$ cat src/rtl/div_rasterizer_client.sv
// Rasterizer divider client: issues N_OPS divides, collects and converts results.
// Define DIV_RASTERIZER_CLIENT_SAT_EN to saturate out-of-range results.
module div_rasterizer_client #(
  parameter int N_OPS            = 3,
  parameter int FRACTIONAL_WIDTH = 17,
  parameter int OUT_W            = 32,
  parameter int OUT_FRAC         = 16
) (
  input  logic                   aclk,
  input  logic                   aresetn,
  input  logic                   job_valid,
  output logic                   job_ready,
  input  logic [N_OPS*64-1:0]    job_dividend,
  input  logic [N_OPS*64-1:0]    job_divisor,
  output logic                   m_axis_dividend_tvalid,
  input  logic                   m_axis_dividend_tready,
  output logic [63:0]            m_axis_dividend_tdata,
  output logic                   m_axis_divisor_tvalid,
  input  logic                   m_axis_divisor_tready,
  output logic [63:0]            m_axis_divisor_tdata,
  input  logic                   s_axis_dout_tvalid,
  output logic                   s_axis_dout_tready,
  input  logic                   s_axis_dout_tuser,
  input  logic [87:0]            s_axis_dout_tdata,
  output logic                   res_valid,
  input  logic                   res_ready,
  output logic [N_OPS*OUT_W-1:0] res_data,
  output logic [N_OPS-1:0]       res_dbz,
  output logic                   busy
);

  localparam int IW = $clog2(N_OPS + 1);
  localparam int SH = FRACTIONAL_WIDTH - OUT_FRAC;
  localparam logic [IW-1:0] NI = IW'(N_OPS);
  localparam logic [OUT_W-1:0] MAXV = {1'b0, {(OUT_W-1){1'b1}}};
  localparam logic [OUT_W-1:0] MINV = {1'b1, {(OUT_W-1){1'b0}}};

  typedef enum logic [1:0] {
    S_IDLE,
    S_ISSUE,
    S_WAIT,
    S_OUT
  } state_t;

  state_t                   state_q, state_d;
  logic [N_OPS*64-1:0]      dvd_q, dvd_d;
  logic [N_OPS*64-1:0]      dvs_q, dvs_d;
  logic [IW-1:0]            dvd_idx_q, dvd_idx_d;
  logic [IW-1:0]            dvs_idx_q, dvs_idx_d;
  logic [IW-1:0]            ret_idx_q, ret_idx_d;
  logic [N_OPS*OUT_W-1:0]   res_q, res_d;
  logic [N_OPS-1:0]         dbz_q, dbz_d;

  logic                     dvd_vld, dvs_vld, ret_rdy;
  logic                     dvd_hs, dvs_hs, ret_hs;
  logic [63:0]              dvd_sel, dvs_sel;
  logic signed [80:0]       q_s, s_s;
  logic                     dvd_neg;
  logic [OUT_W-1:0]         conv;
  logic                     unused_bits;

  always_ff @(posedge aclk) begin
    if (!aresetn) begin
      state_q   <= S_IDLE;
      dvd_q     <= '0;
      dvs_q     <= '0;
      dvd_idx_q <= '0;
      dvs_idx_q <= '0;
      ret_idx_q <= '0;
      res_q     <= '0;
      dbz_q     <= '0;
    end else begin
      state_q   <= state_d;
      dvd_q     <= dvd_d;
      dvs_q     <= dvs_d;
      dvd_idx_q <= dvd_idx_d;
      dvs_idx_q <= dvs_idx_d;
      ret_idx_q <= ret_idx_d;
      res_q     <= res_d;
      dbz_q     <= dbz_d;
    end
  end

  // Operand muxes; indices may sit at N_OPS, which selects nothing.
  always_comb begin
    dvd_sel = '0;
    dvs_sel = '0;
    dvd_neg = 1'b0;
    for (int i = 0; i < N_OPS; i++) begin
      if (dvd_idx_q == IW'(i)) dvd_sel = dvd_q[64*i +: 64];
      if (dvs_idx_q == IW'(i)) dvs_sel = dvs_q[64*i +: 64];
      if (ret_idx_q == IW'(i)) dvd_neg = dvd_q[64*i + 63];
    end
  end

  always_comb begin
    q_s = s_axis_dout_tdata[80:0];
    s_s = q_s >>> SH;
`ifdef DIV_RASTERIZER_CLIENT_SAT_EN
    if ((&s_s[80:OUT_W-1]) || !(|s_s[80:OUT_W-1]))
      conv = s_s[OUT_W-1:0];
    else
      conv = s_s[80] ? MINV : MAXV;
`else
    conv = s_s[OUT_W-1:0];
`endif
    if (s_axis_dout_tuser)
      conv = dvd_neg ? MINV : MAXV;
  end

  assign unused_bits = ^{s_axis_dout_tdata[87:81], s_s};

  assign dvd_vld = (state_q == S_ISSUE) && (dvd_idx_q < NI);
  assign dvs_vld = (state_q == S_ISSUE) && (dvs_idx_q < NI);
  assign ret_rdy = ((state_q == S_ISSUE) || (state_q == S_WAIT))
                   && (ret_idx_q < NI);
  assign dvd_hs  = dvd_vld && m_axis_dividend_tready;
  assign dvs_hs  = dvs_vld && m_axis_divisor_tready;
  assign ret_hs  = ret_rdy && s_axis_dout_tvalid;

  always_comb begin
    state_d   = state_q;
    dvd_d     = dvd_q;
    dvs_d     = dvs_q;
    dvd_idx_d = dvd_idx_q;
    dvs_idx_d = dvs_idx_q;
    ret_idx_d = ret_idx_q;
    res_d     = res_q;
    dbz_d     = dbz_q;
    if (dvd_hs) dvd_idx_d = dvd_idx_q + IW'(1);
    if (dvs_hs) dvs_idx_d = dvs_idx_q + IW'(1);
    if (ret_hs) begin
      for (int i = 0; i < N_OPS; i++) begin
        if (ret_idx_q == IW'(i)) begin
          res_d[OUT_W*i +: OUT_W] = conv;
          dbz_d[i] = s_axis_dout_tuser;
        end
      end
      ret_idx_d = ret_idx_q + IW'(1);
    end
    unique case (state_q)
      S_IDLE: begin
        if (job_valid) begin
          dvd_d     = job_dividend;
          dvs_d     = job_divisor;
          dvd_idx_d = '0;
          dvs_idx_d = '0;
          ret_idx_d = '0;
          state_d   = S_ISSUE;
        end
      end
      S_ISSUE: begin
        if (ret_idx_d == NI)
          state_d = S_OUT;
        else if ((dvd_idx_d == NI) && (dvs_idx_d == NI))
          state_d = S_WAIT;
      end
      S_WAIT: begin
        if (ret_idx_d == NI) state_d = S_OUT;
      end
      S_OUT: begin
        if (res_ready) state_d = S_IDLE;
      end
      default: state_d = S_IDLE;
    endcase
  end

  assign job_ready              = (state_q == S_IDLE);
  assign busy                   = (state_q != S_IDLE);
  assign res_valid              = (state_q == S_OUT);
  assign res_data               = res_q;
  assign res_dbz                = dbz_q;
  assign m_axis_dividend_tvalid = dvd_vld;
  assign m_axis_dividend_tdata  = dvd_vld ? dvd_sel : '0;
  assign m_axis_divisor_tvalid  = dvs_vld;
  assign m_axis_divisor_tdata   = dvs_vld ? dvs_sel : '0;
  assign s_axis_dout_tready     = ret_rdy;

endmodule

$ cat config.mk
export PLATFORM = sky130hd
export DESIGN_NAME = div_rasterizer_client
export DESIGN_NICKNAME = d
export VERILOG_FILES = /design/src/rtl/div_rasterizer_client.sv
export SDC_FILE = /design/constraint.sdc
export NUM_CORES = 1
export LEC_CHECK = 0
export BUFFER_PORTS_ARGS = -buffer_cell sky130_fd_sc_hd__buf_2
export CAP_MARGIN = 20
export CORE_MARGIN = 2
export CORE_UTILIZATION = 25
export CTS_CLUSTER_DIAMETER = 200
export DETAILED_ROUTE_END_ITERATION = 8
export PLACE_DENSITY = 0.55
export SYNTH_ARGS = -nofsm -noshare
export SYNTH_HDL_FRONTEND = slang
export SYNTH_SLANG_ARGS = --single-unit
export TNS_END_PERCENT = 5
$ cat constraint.sdc
create_clock -name aclk -period 2 [get_ports aclk]
set_input_delay 0.4 -clock aclk [delete_from_list [all_inputs] [get_ports aclk]]
set_output_delay 0.4 -clock aclk [all_outputs]
set_load 0.1 [all_outputs]
# Yosys cells after proc, flatten, opt, wreduce, memory -nomap -nowiden

Index checks and enable logic that the tools add are counted.

Flip-flop bits (word level): 491
Bits of input ports: 480
Output and inout port bits: 233
Word-level logic and storage cells: 80

$add $sub $neg: 3
Magnitude comparators: 3
Equality and inequality tests: 16
Multiplexer cells: 28
Reduce and logical (&&, ||, !) cells: 18

Operator list:

| cell                | number |
|---|---|
| $mux 64             | 8 |
| $mux 32             | 2 |
| $mux 2              | 14 |
| $eq 2x2->1 const B  | 8 |
| $eq 2x1->1 const B  | 4 |
| $logic_not 2->1     | 4 |
| $pmux 2 s4          | 1 |
| $reduce_and 2->1    | 4 |
| $logic_and 1x1->1   | 7 |
| $add 2x1->2 const B | 3 |
| $lt 2x2->1 const B  | 3 |
| $ne 2x1->1 const B  | 2 |
| $reduce_and 4->1    | 1 |
| $mux 1              | 3 |
| $ne 3x1->1 const B  | 1 |
| $ne 2x2->1 const B  | 1 |
| $reduce_bool 2->1   | 1 |
| $logic_or 1x1->1    | 1 |

# Logic depth before layout (Yosys ltp)

Gate-level depths: netlist of run 1.

Depth after elaboration: 9
Mapped depth: 9

# Least setup slack after synthesis of run 1

No wires, ideal clock.

Path type: register to output
Start: reg dvs_idx_q[1]
End: out m_axis_divisor_tdata[57]
Data arrival time: 2678 ps
Data required time: 1600 ps
Path slack: -1078 ps
Cell stages (with the launch flop): 10
Buffers on the path: 3
Path through: dfxtp_1 > inv_1 > ha_1 > clkbuf_1 > clkbuf_1 > buf_2 > nand2_1 > a21oi_1 > a21oi_1 > nor2_1

Cells in the longest elaborated chain, start to end: 5
Elaborated cells on any way between the ends: 9
Those cells by class: order compare (1); eq/ne (2); mux (4); reduce/logical (2)

Ends and longest elaborated chain:

| element                  | RTL line | text |
|---|---|---|
| start: declaration       | 49       | `logic [IW-1:0] dvs_idx_q, dvs_idx_d;` |
| start signal: assignment | 77       | `dvs_idx_q <= dvs_idx_d;` |
| $logic_not 2->1          | 91       | `if (dvs_idx_q == IW'(i)) dvs_sel = dvs_q[64*i +: 64];` |
| $mux 64 (3 in series)    | 91       |  |
| $mux 64 (*)              | 176      | `assign m_axis_divisor_tdata = dvs_vld ? dvs_sel : '0;` |
| end: declaration         | 20       | `output logic [63:0] m_axis_divisor_tdata,` |

Every way passes the cells marked *; elsewhere a longest branch is shown, timed or not.

# Worst setup path after layout of run 1

Start: reg dvd_idx_q[1]
End: out m_axis_dividend_tdata[58]

Cells in the longest elaborated chain, start to end: 5
Elaborated cells on any way between the ends: 9
Those cells by class: order compare (1); eq/ne (2); mux (4); reduce/logical (2)

Ends and longest elaborated chain:

| element                  | RTL line | text |
|---|---|---|
| start: declaration       | 48       | `logic [IW-1:0] dvd_idx_q, dvd_idx_d;` |
| start signal: assignment | 76       | `dvd_idx_q <= dvd_idx_d;` |
| $logic_not 2->1          | 90       | `if (dvd_idx_q == IW'(i)) dvd_sel = dvd_q[64*i +: 64];` |
| $mux 64 (3 in series)    | 90       |  |
| $mux 64 (*)              | 174      | `assign m_axis_dividend_tdata = dvd_vld ? dvd_sel : '0;` |
| end: declaration         | 17       | `output logic [63:0] m_axis_dividend_tdata,` |

Marks and branches as above.

==> impl_metrics.env, run 1 <==
export IMPL_netlist_area_um2=20770
export IMPL_power_mw=40.89
export IMPL_cp_start_kind="flop"
export IMPL_drive_above_1_share=0.3585
export IMPL_syn_nets=3343
export IMPL_worst_slack_ps=-684.3
export IMPL_setup_violations=131
export IMPL_synth_edf_count=0
export IMPL_crit_required_ps=1600
export IMPL_finalNetCount=4140
export IMPL_clk_path_buf_depth=3
export IMPL_p_leak_nw=12.93
export IMPL_row_count=105
export IMPL_relSlewSlack=0.6303
export IMPL_area_delta_synth_final_pct=64.43
export IMPL_cts_sinks=491
export IMPL_pre_cts_ws_ps=-150.7
export IMPL_ant_nets=0
export IMPL_grt_pass1_vias=21390
export IMPL_cp_slowest_stage_delay_ps=350
export IMPL_maxCapViolCount=0
export IMPL_ys_async_sr_fraction=0
export IMPL_first_pass_iters=5
export IMPL_hp_start="job_dividend[98]"
export IMPL_dr_first_iter_drc_count=988
export IMPL_portBuffers=656
export IMPL_r2r_end="state_q[0]"
export IMPL_synthCells=2847
export IMPL_r2r_slack_ps=60
export IMPL_r2r_cells=8
export IMPL_grtUsageTotal=0.1835
export IMPL_status="finished, violations left"
export IMPL_yosysUniqueCellTypes=29
export IMPL_setup_tns_ps=-77870
export IMPL_gp_congestion=0.8881
export IMPL_drc=0
export IMPL_finalWirelength_um=82040
export IMPL_violations="setup timing"
export IMPL_yosys_warnings=0
export IMPL_grt_pass1_wl_um=123700
export IMPL_rsz0062_at_grt="yes"
export IMPL_period_minus_slack_ps=2684
export IMPL_critPathCaptureType="output pin"
export IMPL_cts_tree="yes"
export IMPL_cts_buffers=56
export IMPL_fillCellCount=8229
export IMPL_antenna_found_initial=17
export IMPL_start_util=0.2529
export IMPL_min_to="dvd_q[98]"
export IMPL_dp_hpwl_um=59210
export IMPL_synth_seq_cells=491
export IMPL_period_share=1.342
export IMPL_clk_pin_slew_ps=60
export IMPL_vias_per_cell=4.590
export IMPL_overflow=0
export IMPL_synth_avg_cell_area_um2=7.295
export IMPL_critPathKind="reg2out"
export IMPL_h_tree_depth=2
export IMPL_fin_util=0.4159
export IMPL_synthFlopType="dfxtp_1"
export IMPL_hold_viol=0
export IMPL_skew_ps=14.90
export IMPL_ys_seq_area_frac=0.4733
export IMPL_crit_arrival_ps=2280
export IMPL_ios=713
export IMPL_dieArea_um2=85400
export IMPL_crit_buf_inv=4
export IMPL_drv_slew=0
export IMPL_die_x_um=292.2
export IMPL_grt_max_degree=71
export IMPL_core_um2=82110
export IMPL_ir_drop_v=0.0008237
export IMPL_slowest_stage="dfxtp_2"
export IMPL_crit_fanout=27
export IMPL_crit_chain="inv_4 > ha_4 > buf_12 > nand3b_1 > a21oi_4 > buf_6 > a21oi_4 > nor2_4 > buf_12"
export IMPL_powerDensity_nw_per_um2=1197
export IMPL_clock_latency_ps=610
export IMPL_holdWs_ps=43.12
export IMPL_cts_root_buf="clkbuf_16"
export IMPL_cp_top_family="buffers and inverters"
export IMPL_r2r_start="dvd_idx_q[1]"
export IMPL_vias=21873
export IMPL_worstHoldPathType="in2reg"
export IMPL_hold_depth=3
export IMPL_routedWlPerCell_um=17.22
export IMPL_die_h_um=292.2
export IMPL_fmax_ghz=0.3725
export IMPL_worst_pin_slew_ps=558.4
-- through the flow --
step	cells	cell area [µm²]
3_5_place_dp	4509	29840
2_1_floorplan	2847	22510
4_1_cts	4755	33800
5_1_grt	4762	34140
3_3_place_gp	4509	29840
6_report	4765	34150
-- flip-flops by register name (all words and copies together), names as in the netlist --
name	flops
dvd_idx_q	2
state_q	2
res_dbz	3
dvd_q	192
ret_idx_q	2
res_data	96
dvs_idx_q	2
dvs_q	192
-- how the worst max path moves through the flow --
stage | cells after the start | endpoint | start
after detailed placement | 9 | m_axis_divisor_tdata[27] | dvs_idx_q[0]
after global routing | 9 | m_axis_dividend_tdata[58] | dvd_idx_q[1]
after CTS | 10 | m_axis_dividend_tdata[6] | dvd_idx_q[0]
after floorplan | 8 | m_axis_divisor_tdata[0] | dvs_idx_q[1]
after global placement | 9 | m_axis_dividend_tdata[54] | dvd_idx_q[0]
final | 9 | m_axis_dividend_tdata[58] | dvd_idx_q[1]
-- worst min-delay path, stage by stage --
cell and delay, ps:
buf_2 100, nand2_1 50, a21oi_1 50
-- synthesized netlist by cell type (4+ instances only) --
master,number,area (µm²)
a211oi_1,91,683.2
ha_1,16,200.2
nor2_1,229,859.6
buf_6,4,45.04
a21oi_1,669,3348
buf_1,24,90.09
nand3b_1,131,983.4
inv_1,13,48.80
clkbuf_1,166,623.1
and2_1,4,25.02
buf_2,55,275.3
mux2i_1,4,40.04
nand2_1,917,3442
a21oi_2,11,96.34
dfxtp_1,491,9829
-- kinds of logic (layout without fill, tap and decap cells) --
kind of cell / Yosys count / count (layout) / synth area share
xor gates and xnor gates: 3 / 3 / 0.001265
other: 0 / 7 / 0
adders and majority gates: 16 / 16 / 0.009639
buffers and inverters: 264 / 1105 / 0.05265
and+or+nand+nor: 1290 / 1290 / 0.2585
muxes: 5 / 5 / 0.002470
AOI/OAI and AO/OA: 778 / 778 / 0.2022
DFF: 491 / 491 / 0.4733
-- cell type report --
class                   instances  area, µm²  area share
diodes                          7      17.52   0.0005130
multi-input cells            2092      11810      0.3458
well taps                    1070       1339     0.03920
repair buffers                989       9236      0.2705
clock inverters                12      110.1    0.003224
inverters                      14      81.33    0.002382
clock buffers                  90       1712     0.05012
flip-flops and latches        491       9844      0.2883
-- power breakdown --
part	internal (mW)	leakage, nW	total, mW	switching, mW
logic	6.17	8.01	18.2	12.0
clock network	5.97	0.900	10.2	4.27
registers	11.5	4.02	12.5	0.961
total	23.6	12.9	40.9	17.3
-- cells in the final DEF (no fill, tap or decap), types with 7 or more instances in the layout --
cell           instances
nand2_1              902
a21oi_4               15
a21oi_2              171
a211oi_2               9
buf_2                522
dlygate4sd3_1        129
a21oi_1              494
nand2_2               14
diode_2                7
buf_6                 28
nor2_4               128
dfxtp_1              483
ha_4                   9
nor2_1               101
clkinv_2               7
clkbuf_8              14
clkbuf_16             59
buf_8                  7
nand3b_1             131
clkbuf_1              18
a211oi_1              84
buf_4                 96
buf_12               201
-- repair_timing --
action,CTS,global route
hold buffers,129,0
buffers inserted,12,2
endpoints found under the hold margin,129,0
gates resized for setup,158,73
pin swaps,98,38
cloned,4,1
endpoints found under the setup margin,137,227
-- layer usage --
layer,part of all wire,vias up,global-route usage
li1,-,11035,-
met1,0.43,10074,0.2349
met2,0.47,603,0.3072
met3,0.063,137,0.04097
met4,0.028,24,0.05544
met5,0.0019,-,0
Power figures use the tool's default switching activity.
==> inputs of run 2 (changes only) <==
Settings changed: CAP_MARGIN 20 to 10, CORE_AREA set to 2 2 281 283, CORE_MARGIN 2 to unset, CORE_UTILIZATION 25 to unset, DIE_AREA set to 0 0 283 285, PLACE_DENSITY 0.55 to 0.58, SLEW_MARGIN set to 20.
==> impl_metrics.env, run 2 (synthesized netlist as in run 1, its figures left out) <==
export IMPL_maxCapViolCount=0
export IMPL_cts_root_buf="clkbuf_16"
export IMPL_ir_drop_v=0.0008910
export IMPL_internal_power_mw=23.67
export IMPL_mostFrequentLayoutCells="901 x nand2_1, 522 x buf_2, 484 x dfxtp_1"
export IMPL_relSlewSlack=0.6415
export IMPL_worst_slack_ps=-670.8
export IMPL_dieArea_um2=80660
export IMPL_pwr_share_clk=0.252
export IMPL_status="finished, violations left"
export IMPL_period_share=1.335
export IMPL_worst_pin_slew_ps=537.7
export IMPL_core_um2=77970
export IMPL_crit_arrival_ps=2270
export IMPL_worstHoldPathType="in2reg"
export IMPL_powerDensity_nw_per_um2=1186
export IMPL_area_delta_synth_final_pct=66.08
export IMPL_fillCellCount=7636
export IMPL_p_switching_mw=17.23
export IMPL_violations="setup timing"
export IMPL_power_mw=40.90
export IMPL_drive_above_1_share=0.3554
export IMPL_crit_required_ps=1600
export IMPL_period_minus_slack_ps=2671
export IMPL_ios=713
export IMPL_grt_max_degree=103
export IMPL_final_cell_count_no_fill=4783
export IMPL_setup_violations=132
export IMPL_overflow=0
export IMPL_fmax_ghz=0.3744
export IMPL_swShare=0.4212
export IMPL_p_leak_nw=13.07
export IMPL_ant_nets=0
export IMPL_pwr_share_comb=0.444
export IMPL_drv_slew=0
export IMPL_seqPwrFrac=0.304
export IMPL_vias_per_cell=4.689
export IMPL_die_x_um=283
export IMPL_die_h_um=285
export IMPL_first_pass_iters=5
export IMPL_dp_cells=4473
export IMPL_dr_first_iter_drc_count=1333
export IMPL_routedWlPerCell_um=17.15
export IMPL_clock_latency_ps=610
export IMPL_skew_ps=29.13
export IMPL_cts_buffers=55
export IMPL_clk_pin_slew_ps=60
export IMPL_finalNetCount=4182
export IMPL_rsz0062_at_grt="yes"
export IMPL_antenna_found_initial=15
export IMPL_design_area_um2=34490
export IMPL_crit_fanout=18
export IMPL_cp_start_kind="flop"
export IMPL_cts_tree="yes"
export IMPL_grt_pass1_vias=22116
export IMPL_dp_hpwl_um=57990
export IMPL_grtUsageTotal=0.1949
export IMPL_placed_area_um2=29630
export IMPL_critPathCaptureType="output pin"
export IMPL_layout_commonest_cell="nand2_1"
export IMPL_hold_viol=0
export IMPL_gp_congestion=0.8504
export IMPL_cts_sinks=491
export IMPL_vias=22428
export IMPL_row_count=103
export IMPL_clk_path_buf_depth=3
export IMPL_drc=0
export IMPL_critPathKind="reg2out"
export IMPL_start_util=0.2664
export IMPL_grt_pass1_wl_um=126400
export IMPL_portBuffers=656
export IMPL_finalWirelength_um=82040
export IMPL_h_tree_depth=2
## run 2: path summary, 6_finish.rpt
check / start / cells after the start / endpoint / slack, ps
max reg2reg: state_q[0] / 8 / state_q[1] / 60
max: dvd_idx_q[1] / 9 / m_axis_dividend_tdata[53] / -670
min: job_dividend[59] / 3 / dvd_q[59] / 40
min reg2reg: dvs_q[151] / 2 / dvs_q[151] / 450
## run 2: layer usage
layer  routed length (µm)  share of wire  track usage  vias to the layer above
met5                  115         0.0014            0                        -
met4                 2312          0.028      0.05731                       16
met3                 5160          0.063      0.04560                      149
met2                40130           0.49       0.3354                      642
met1                34320           0.42       0.2416                    10515
li1                     -              -            -                    11106
## run 2: layout make-up
cell class / instances / area, µm² / share of cell area
clock inverters: 19 / 242.7 / 0.007037
inverters: 14 / 86.33 / 0.002503
clock buffers: 77 / 1589 / 0.04607
repair buffers: 1032 / 9582 / 0.2778
flip-flops and latches: 491 / 9843 / 0.2854
well taps: 1050 / 1314 / 0.03809
diodes: 8 / 20.02 / 0.0005804
multi-input cells: 2092 / 11820 / 0.3425
## run 2: timing repair
action | CTS | global route
buffers inserted | 5 | 0
endpoints found under the setup margin | 137 | 212
hold buffers | 197 | 0
gates resized for setup | 127 | 106
gates cloned | 4 | 0
endpoints found under the hold margin | 197 | 0
pin swaps | 71 | 62
## run 2: power groups by stage
stage	Sequential (mW)	Clock [mW]	Combinational, mW
floorplan	14.4	0	10.0
finish	12.4	10.3	18.1
global route	12.6	11.0	19.3
CTS	12.4	10.6	18.0
global placement	12.5	0	17.1
detailed placement	12.6	0	17.2
## run 2: metrics by stage
step | util | hold WS [ps] | setup TNS [ps] | worst slack (ps)
floorplan | - | 436.4 | -6861 | -74.31
global placement | 0.3800 | 441.9 | -5161 | -161.7
detailed placement | 0.3800 | 446.5 | -5956 | -199.5
CTS | 0.4369 | 0.06400 | -85820 | -722.2
global route | 0.4423 | 0.7075 | -90650 | -770.7
finish | 0.4424 | 42.13 | -75440 | -670.8
## run 2: worst max-delay path: stages, from the launching register on
cell and delay [ps]:
dfxtp_2 350, inv_4 50, ha_4 200, buf_12 170
buf_12 130, nand3b_1 160, a21oi_2 200, a21oi_2 70
nor2_4 120, buf_12 180
==> inputs of run 3 (changes only) <==
Settings changed: PLACE_DENSITY 0.58 to 0.52.
==> impl_metrics.env, run 3 (synthesized netlist as in run 1, its figures left out) <==
export IMPL_r2r_slack_ps=120
export IMPL_cts_sinks=491
export IMPL_ir_drop_v=0.001327
export IMPL_grt_max_degree=86
export IMPL_crit_chain="inv_4 > ha_4 > buf_12 > buf_12 > nand3b_1 > a21oi_2 > a21oi_2 > nor2_4 > buf_12"
export IMPL_hold_viol=0
export IMPL_antenna_found_initial=17
export IMPL_ant_nets=0
export IMPL_grtUsageTotal=0.1959
export IMPL_period_minus_slack_ps=2626
export IMPL_crit_required_ps=1600
export IMPL_vias_per_cell=4.659
export IMPL_crit_buf_inv=4
export IMPL_seq_area_um2=9849
export IMPL_relSlewSlack=0.6340
export IMPL_h_tree_depth=2
export IMPL_crit_arrival_ps=2230
export IMPL_worst_path_most_repeated_cell="buf_12"
export IMPL_hold_depth=3
export IMPL_crit_end="m_axis_divisor_tdata[15]"
export IMPL_dp_hpwl_um=59550
export IMPL_grt_pass1_wl_um=125400
export IMPL_worst_pin_slew_ps=552.8
export IMPL_pre_cts_ws_ps=-251.6
export IMPL_cp_slowest_stage_delay_ps=340
export IMPL_cts_tree="yes"
export IMPL_first_pass_iters=5
export IMPL_multi_input_area_um2=11650
export IMPL_area_delta_synth_final_pct=61.05
export IMPL_critPathCaptureType="output pin"
export IMPL_slowest_stage="dfxtp_2"
export IMPL_clk_pin_slew_ps=60
export IMPL_mostFrequentLayoutCells="901 x nand2_1, 522 x buf_2, 504 x a21oi_1"
export IMPL_powerDensity_nw_per_um2=1226
export IMPL_r2r_cells=7
export IMPL_core_um2=77970
export IMPL_worst_slack_ps=-625.8
export IMPL_routedWlPerCell_um=17.58
export IMPL_overflow=0
export IMPL_cp_depth=9
export IMPL_dieArea_um2=80660
export IMPL_violations="setup timing"
export IMPL_start_util=0.2664
export IMPL_cts_buffers=56
export IMPL_fillCellCount=7882
export IMPL_drv_slew=0
export IMPL_fmax_ghz=0.3808
export IMPL_status="finished, violations left"
export IMPL_crit_fanout=35
export IMPL_drive_above_1_share=0.3526
export IMPL_row_count=103
export IMPL_layout_commonest_cell="nand2_1"
export IMPL_cp_start_kind="flop"
export IMPL_startpoint="dvs_idx_q[1]"
export IMPL_die_x_um=283
export IMPL_met2_length_um=38690
export IMPL_die_h_um=285
export IMPL_period_share=1.313
export IMPL_grt_pass1_vias=21466
export IMPL_cts_root_buf="clkbuf_16"
export IMPL_finalNetCount=4071
export IMPL_drt_met1_wl_um=35500
export IMPL_r2r_start="state_q[0]"
export IMPL_dr_first_iter_drc_count=1113
export IMPL_setup_violations=131
export IMPL_p_leak_nw=12.63
export IMPL_gp_congestion=0.8691
export IMPL_route_met3_wl_um=5150
export IMPL_finalWirelength_um=82080
export IMPL_portBuffers=656
export IMPL_vias=21753
export IMPL_rsz0062_at_grt="yes"
export IMPL_cp_top_family="buffers and inverters"
export IMPL_clock_latency_ps=600
export IMPL_critPathKind="reg2out"
export IMPL_drc=0
export IMPL_skew_ps=20.08
export IMPL_clk_path_buf_depth=3
export IMPL_setup_tns_ps=-70930
export IMPL_maxCapViolCount=0
export IMPL_r2r_end="state_q[1]"
export IMPL_ios=713
export IMPL_maxUsedRoutingLayer="met5"
export IMPL_worstHoldPathType="in2reg"
run 3: how the worst min path moves through the flow:
stage                      startpoint            to  slack (ps)
floorplan                    dvd_q[0]      dvd_q[0]         440
global placement            dvd_q[34]     dvd_q[34]         440
detailed placement       res_data[31]  res_data[31]         450
CTS                 job_dividend[163]    dvd_q[163]         0.2
global route        job_dividend[111]    dvd_q[111]          10
finish              job_dividend[128]    dvd_q[128]          50
run 3: timing repair:
item | in CTS | in global routing
cloned | 5 | 1
setup endpoints to repair | 139 | 222
pin swaps | 89 | 43
endpoints found under the hold margin | 92 | 0
setup buffers | 3 | 1
hold buffers | 92 | 0
resized for setup | 123 | 74
run 3: worst reg2reg max path, delay by kind of cell (launching register included):
| kind | cells | cell delay (ps) |
|---|---|---|
| AO/OA/AOI/OAI | 2 | 340 |
| adder cells (fa/ha/maj) | 1 | 260 |
| buffers and inverters | 1 | 50 |
| flip-flops | 1 | 380 |
| multiplexers | 2 | 560 |
| AND/OR/NAND/NOR | 1 | 230 |
run 3: routing by layer:
metal / global-route usage / up-vias
li1: - / 10882
met1: 0.2475 / 10085
met2: 0.3250 / 620
met3: 0.04784 / 146
met4: 0.06835 / 20
met5: 0 / -
run 3: layout make-up:
| type | instances | area share |
|---|---|---|
| inverters | 14 | 0.002581 |
| multi-input cells | 2092 | 0.3482 |
| clock buffers | 85 | 0.05031 |
| diodes | 6 | 0.0004489 |
| clock inverters | 11 | 0.004526 |
| flip-flops and latches | 491 | 0.2945 |
| well taps | 1050 | 0.03928 |
| repair buffers | 920 | 0.2602 |
run 3: stage by stage:
| step | utilization | cells | hold slack, ps | instance area [µm²] | power (mW) |
|---|---|---|---|---|---|
| after floorplan | - | 2847 | 436.4 | 22510 | 24.45 |
| after global placement | 0.3814 | 4466 | 442.4 | 29740 | 30.11 |
| after detailed placement | 0.3814 | 4466 | 445.5 | 29740 | 30.22 |
| after CTS | 0.4249 | 4662 | 0.2104 | 33130 | 41.31 |
| after global routing | 0.4290 | 4668 | 14.60 | 33440 | 43.18 |
| final | 0.4290 | 4669 | 47.41 | 33450 | 41.02 |
run 3: report_power, final:
part	leakage, nW	internal (mW)	switching [mW]
Combinational	7.71	6.31	12.0
Clock	0.899	6.14	4.17
Sequential	4.02	11.5	0.923
Total	12.6	23.9	17.1
